## src/rtl/swap_write_buffer_if.sv

```systemverilog
// Bundle of the two cache write ports, the swap select and the memory-side
// drain handshake of the posted-write buffer.
interface swap_write_buffer_if;
  logic        swc;
  logic        a_en,     b_en;
  logic [26:0] a_adr,    b_adr;
  logic [31:0] a_data,   b_data;
  logic [3:0]  a_byteen, b_byteen;
  logic        a_done,   b_done;
  logic [26:0] memadr;
  logic [31:0] memdata;
  logic [3:0]  membyteen;
  logic        memen;
  logic        memdone;

  // buffer side
  modport slave (
    input  swc, a_en, b_en, a_adr, b_adr, a_data, b_data, a_byteen, b_byteen, memdone,
    output a_done, b_done, memadr, memdata, membyteen, memen
  );

  // requester / memory-controller side
  modport master (
    output swc, a_en, b_en, a_adr, b_adr, a_data, b_data, a_byteen, b_byteen, memdone,
    input  a_done, b_done, memadr, memdata, membyteen, memen
  );
endinterface

```

## src/rtl/swap_write_buffer.sv

```systemverilog
// Four-entry circular posted-write buffer: the port picked by swc enqueues,
// the head entry drains in order under memen/memdone.
module swap_write_buffer (
  input  logic              ph1,
  input  logic              reset,
  swap_write_buffer_if.slave bus
);
  localparam int ENTRIES = 4;
  localparam int EW      = 63;   // {byteen[3:0], adr[26:0], data[31:0]}

  logic               en;
  logic [26:0]        adr;
  logic [31:0]        data;
  logic [3:0]         byteen;
  logic [1:0]         wptr, rptr;
  logic [ENTRIES-1:0] valid, valid_nxt, wr_oh, rd_oh;
  logic [ENTRIES-1:0][EW-1:0] ent, ent_nxt;
  logic [EW-1:0]      head;
  logic               done, push, pop, memen;

  // port swap
  always_comb begin
    en     = bus.swc ? bus.b_en     : bus.a_en;
    adr    = bus.swc ? bus.b_adr    : bus.a_adr;
    data   = bus.swc ? bus.b_data   : bus.a_data;
    byteen = bus.swc ? bus.b_byteen : bus.a_byteen;
  end

  assign wr_oh = 4'b0001 << wptr;
  assign rd_oh = 4'b0001 << rptr;

  // done/memen come only from registered state, never from en or memdone
  assign done  = ~valid[wptr];
  assign memen = valid[rptr];
  assign push  = en & done;
  assign pop   = memen & bus.memdone;

  // push and pop can never address the same entry: one needs it empty, the other valid
  always_comb begin
    valid_nxt = valid;
    ent_nxt   = ent;
    for (int i = 0; i < ENTRIES; i++) begin
      if (push && wr_oh[i]) begin
        valid_nxt[i] = 1'b1;
        ent_nxt[i]   = {byteen, adr, data};
      end else if (pop && rd_oh[i]) begin
        valid_nxt[i] = 1'b0;
      end
    end
  end

  always_ff @(posedge ph1 or negedge reset) begin
    if (!reset) begin
      wptr  <= '0;
      rptr  <= '0;
      valid <= '0;
      ent   <= '0;
    end else begin
      valid <= valid_nxt;
      ent   <= ent_nxt;
      if (push) wptr <= wptr + 2'd1;
      if (pop)  rptr <= rptr + 2'd1;
    end
  end

  assign head          = ent[rptr];
  assign bus.memadr    = head[58:32];
  assign bus.memdata   = head[31:0];
  assign bus.membyteen = head[62:59];
  assign bus.memen     = memen;
  assign bus.a_done    = ~bus.swc & done;
  assign bus.b_done    =  bus.swc & done;
endmodule

```

## src/flat_wrapper.sv

```systemverilog
// flat-port wrapper written by rule: the top's interface ports become plain ports
module swap_write_buffer_flat 
  (ph1, reset, bus_swc, bus_a_en, bus_b_en, bus_a_adr, bus_b_adr, bus_a_data, bus_b_data, bus_a_byteen, bus_b_byteen, bus_memdone, bus_a_done, bus_b_done, bus_memadr, bus_memdata, bus_membyteen, bus_memen);
  swap_write_buffer_if bus_i ();
  input  logic ph1;
  input  logic reset;
  input wire logic [$bits(bus_i.swc)-1:0] bus_swc;
  input wire logic [$bits(bus_i.a_en)-1:0] bus_a_en;
  input wire logic [$bits(bus_i.b_en)-1:0] bus_b_en;
  input wire logic [$bits(bus_i.a_adr)-1:0] bus_a_adr;
  input wire logic [$bits(bus_i.b_adr)-1:0] bus_b_adr;
  input wire logic [$bits(bus_i.a_data)-1:0] bus_a_data;
  input wire logic [$bits(bus_i.b_data)-1:0] bus_b_data;
  input wire logic [$bits(bus_i.a_byteen)-1:0] bus_a_byteen;
  input wire logic [$bits(bus_i.b_byteen)-1:0] bus_b_byteen;
  input wire logic [$bits(bus_i.memdone)-1:0] bus_memdone;
  output wire logic [$bits(bus_i.a_done)-1:0] bus_a_done;
  output wire logic [$bits(bus_i.b_done)-1:0] bus_b_done;
  output wire logic [$bits(bus_i.memadr)-1:0] bus_memadr;
  output wire logic [$bits(bus_i.memdata)-1:0] bus_memdata;
  output wire logic [$bits(bus_i.membyteen)-1:0] bus_membyteen;
  output wire logic [$bits(bus_i.memen)-1:0] bus_memen;
  assign bus_i.swc = bus_swc;
  assign bus_i.a_en = bus_a_en;
  assign bus_i.b_en = bus_b_en;
  assign bus_i.a_adr = bus_a_adr;
  assign bus_i.b_adr = bus_b_adr;
  assign bus_i.a_data = bus_a_data;
  assign bus_i.b_data = bus_b_data;
  assign bus_i.a_byteen = bus_a_byteen;
  assign bus_i.b_byteen = bus_b_byteen;
  assign bus_i.memdone = bus_memdone;
  assign bus_a_done = bus_i.a_done;
  assign bus_b_done = bus_i.b_done;
  assign bus_memadr = bus_i.memadr;
  assign bus_memdata = bus_i.memdata;
  assign bus_membyteen = bus_i.membyteen;
  assign bus_memen = bus_i.memen;
  swap_write_buffer u_core (.ph1(ph1), .reset(reset), .bus(bus_i));
endmodule
```

## config.mk

```make
export PLATFORM = sky130hd
export DESIGN_NAME = swap_write_buffer_flat
export DESIGN_NICKNAME = d
export VERILOG_FILES = /design/src/rtl/swap_write_buffer_if.sv /design/src/rtl/swap_write_buffer.sv /design/src/flat_wrapper.sv
export SDC_FILE = /design/constraint.sdc
export NUM_CORES = 1
export LEC_CHECK = 0
export ABC_AREA = 1
export BUFFER_PORTS_ARGS = -buffer_cell sky130_fd_sc_hd__buf_2
export CORE_MARGIN = 3
export CORE_UTILIZATION = 62
export CTS_CLUSTER_DIAMETER = 80
export DETAILED_ROUTE_END_ITERATION = 10
export GPL_ROUTABILITY_DRIVEN = 0
export PLACE_DENSITY = 0.86
export SKIP_LAST_GASP = 1
export SLEW_MARGIN = 30
export SYNTH_ARGS = -nofsm -noshare
export SYNTH_HDL_FRONTEND = slang
export SYNTH_SLANG_ARGS = --single-unit
export TNS_END_PERCENT = 5
```

## constraint.sdc

```tcl
create_clock -name ph1 -period 3.9 [get_ports ph1]
set_clock_uncertainty 0.2 [all_clocks]
set_input_delay 0.195 -clock ph1 [delete_from_list [all_inputs] [get_ports ph1]]
set_output_delay 0.195 -clock ph1 [all_outputs]
set_load 0.01 [all_outputs]
```

==> flow_summary.toml <==
[outcome]
outcome = "complete, but fails checks"
failed_checks = "hold timing"

[synth]
yosysTopAreaCell = "dfrtp_1"
synth_top_family_by_area = "simple AND/OR/NAND/NOR gates"
yosysWarnings = 0
synthSimpleGateAreaFrac = 0.328
synth.avg_cell_area_sq_um = 7.66
syn_nets = 1885
ys_types = 22
synthMuxAreaShare = 0
netlist_instances = 1745
synth-seq-cells = 260
synth_top_area_share = 0.487
synthXorXnorAreaFrac = 0
synth.cell_area_sq_mm = 0.0134
synthAdderAreaFrac = 0.00749
synth_area_leaders = "dfrtp_1, nand2_1, nand4_1"
synth_compound_area_frac = 0.103
yosysSeqAreaShare = 0.487

[sta]
fmax_ghz = 0.300
hold_ws_ns = -0.00689
period_minus_slack_ns = 3.34
period_share = 0.856
hold_viol = 5
maxSlewViolCount = 0
worst_pin_slew_ns = 0.927
layout_setup_ws_ns = 0.562
tns_ns = 0
relSlewSlack = 0.382
rsz0062_at_grt = "false"
finalSetupViolCount = 0

[job]
drv_cap = 0

[floorplan]
core-area_sq_mm = 0.0211
num_rows = 53
dieArea_sq_mm = 0.0234
start_util = 0.634
die_h_um = 153
die_x_um = 153
io_pins = 198

[global_routing]
grt_overflow = 0
grt_pass1_vias = 13500
grtUsageTotal = 0.339
grt_max_degree = 252
antenna_found_initial = 0
grt_pass1_wl_um = 66900

[final_layout]
stdcell_area_sq_mm = 0.0160
antenna_cells = 0
fin_nets = 2056
layout-drive-gt1-share = 0.147
fin_cells = 2212
fin_util = 0.759
area_growth_pct = 19.7
final_common_cell = "nand2_1"
final_cell_mix = "nand2_1, dfrtp_1, nand4_1"
n_fill_cell = 1415

[clock_network]
clkTransAtPathRegs_ns = 0.06
clock_sinks = 260
postCtsHoldBufs = 81
cts_setup_buffers = 0
cts-buffers-inserted = 27
cts.path.max_buffers = 3
htree_levels = 1
cts-root-buf = "clkbuf_16"
clk_latency_ns = 0.54
post_cts_resized = 0
cts_tree = "yes"

[route]
routed_via_density = 6.28
drt_iter0_drc = 2043
drc = 0
drt-total-wl_um = 41300
wl_per_cell_um = 18.7
vias = 13900
ant_nets = 0
firstDrtPassIters = 9

[placed_design]
place_inst = 2080
io_buffers = 197
place_ws_ns = 1.18
dpl.hpwl_um = 20900
placed_area_sq_mm = 0.0143

[critical_path]
cp.arrival_ns = 2.94
worstSetupPathType = "reg2out"
start_kind = "register"
cp.required_ns = 3.50
crit_path_end_kind = "output pin"
crit_fanout = 79

[pwr]
comb_power_share = 0.478
p_sw_frac = 0.461
pwr-share-seq = 0.335
p_clk_frac = 0.187
power_mw = 13.5
p_leak_nw = 8.39
power_density_mw_per_mm2 = 845
switchingPower_mw = 6.22
internal_power_mw = 7.29
ir_worst_vdd_v = 0.000508

[hold_path]
hold_path_class = "in2reg"
[worst paths after layout]
kind,startpoint,to,slack (ns),cells past startpoint
worst max-delay path,u_core.rptr[0],bus_memen,0.56,6
worst min-delay path,bus_a_data[8],u_core.ent[197],-0.007,5
worst max register to register,u_core.wptr[0],u_core.ent[91],1.11,8
worst min register to register,u_core.ent[68],u_core.ent[68],0.27,2
max in group asynchronous,reset,u_core.ent[227],2.38,3
min in group asynchronous,reset,u_core.ent[197],0.07,2
[cell usage after synthesis]
| cell | number |
|---|---|
| nand2_1 | 592 |
| dfrtp_1 | 260 |
| nand4_1 | 256 |
| o21ai_0 | 190 |
| nor2_1 | 126 |
| clkbuf_1 | 94 |
| inv_1 | 68 |
| o22ai_1 | 63 |
| buf_2 | 51 |
| ha_1 | 8 |
| nand3_1 | 8 |
| buf_4 | 7 |
| clkbuf_4 | 7 |
| buf_1 | 4 |
| nand3_2 | 4 |
| a21boi_0 | 1 |
| a21oi_1 | 1 |
| and2_1 | 1 |
| buf_6 | 1 |
| inv_2 | 1 |
| nand2_2 | 1 |
| o21ai_4 | 1 |
[registers in the layout (all words and copies together), names as in the netlist]
name,flops
u_core.ent,252
u_core.rptr,2
u_core.valid,4
u_core.wptr,2
[cell families after synthesis]
logic type / after synthesis
fa+ha+maj: 8
flops: 260
buf+inv: 233
simple gates: 988
compound gates: 256
[power groups by stage]
stage | Clock [mW] | Sequential [mW] | Combinational, mW
2_1_floorplan | 0 | 4.33 | 4.27
3_3_place_gp | 0 | 4.46 | 5.96
3_5_place_dp | 0 | 4.50 | 6.17
4_1_cts | 2.52 | 4.48 | 6.29
5_1_grt | 2.64 | 4.63 | 7.07
6_report | 2.53 | 4.53 | 6.46
[area by class of cell]
cell class              count  area (sq um)  share of cell area
flip-flops and latches    260          6510               0.407
multi-input cells        1252          5890               0.368
repair buffers            306          2140               0.134
clock buffers              38           767              0.0479
well taps                 275           344              0.0215
inverters                  69           260              0.0163
clock inverters            12          91.3             0.00571
[per-layer routing]
layer / wire length [um] / GRT usage / vias up / part of all wire
met3: 4330 / 0.0572 / 154 / 0.10
li1: - / - / 6252 / -
met5: 0 / 0 / - / 0
met2: 20000 / 0.557 / 934 / 0.48
met4: 1400 / 0.131 / 0 / 0.034
met1: 15500 / 0.457 / 6559 / 0.38
[worst max-delay path, cell delays in order (launching register included)]
cell and delay, ns:
dfrtp_4 0.41, buf_4 0.46, buf_4 0.75, nand2_1 0.13
nand3_1 0.23, and2_1 0.26, buf_2 0.16
Note: power is estimated with default switching activity, not from simulation.
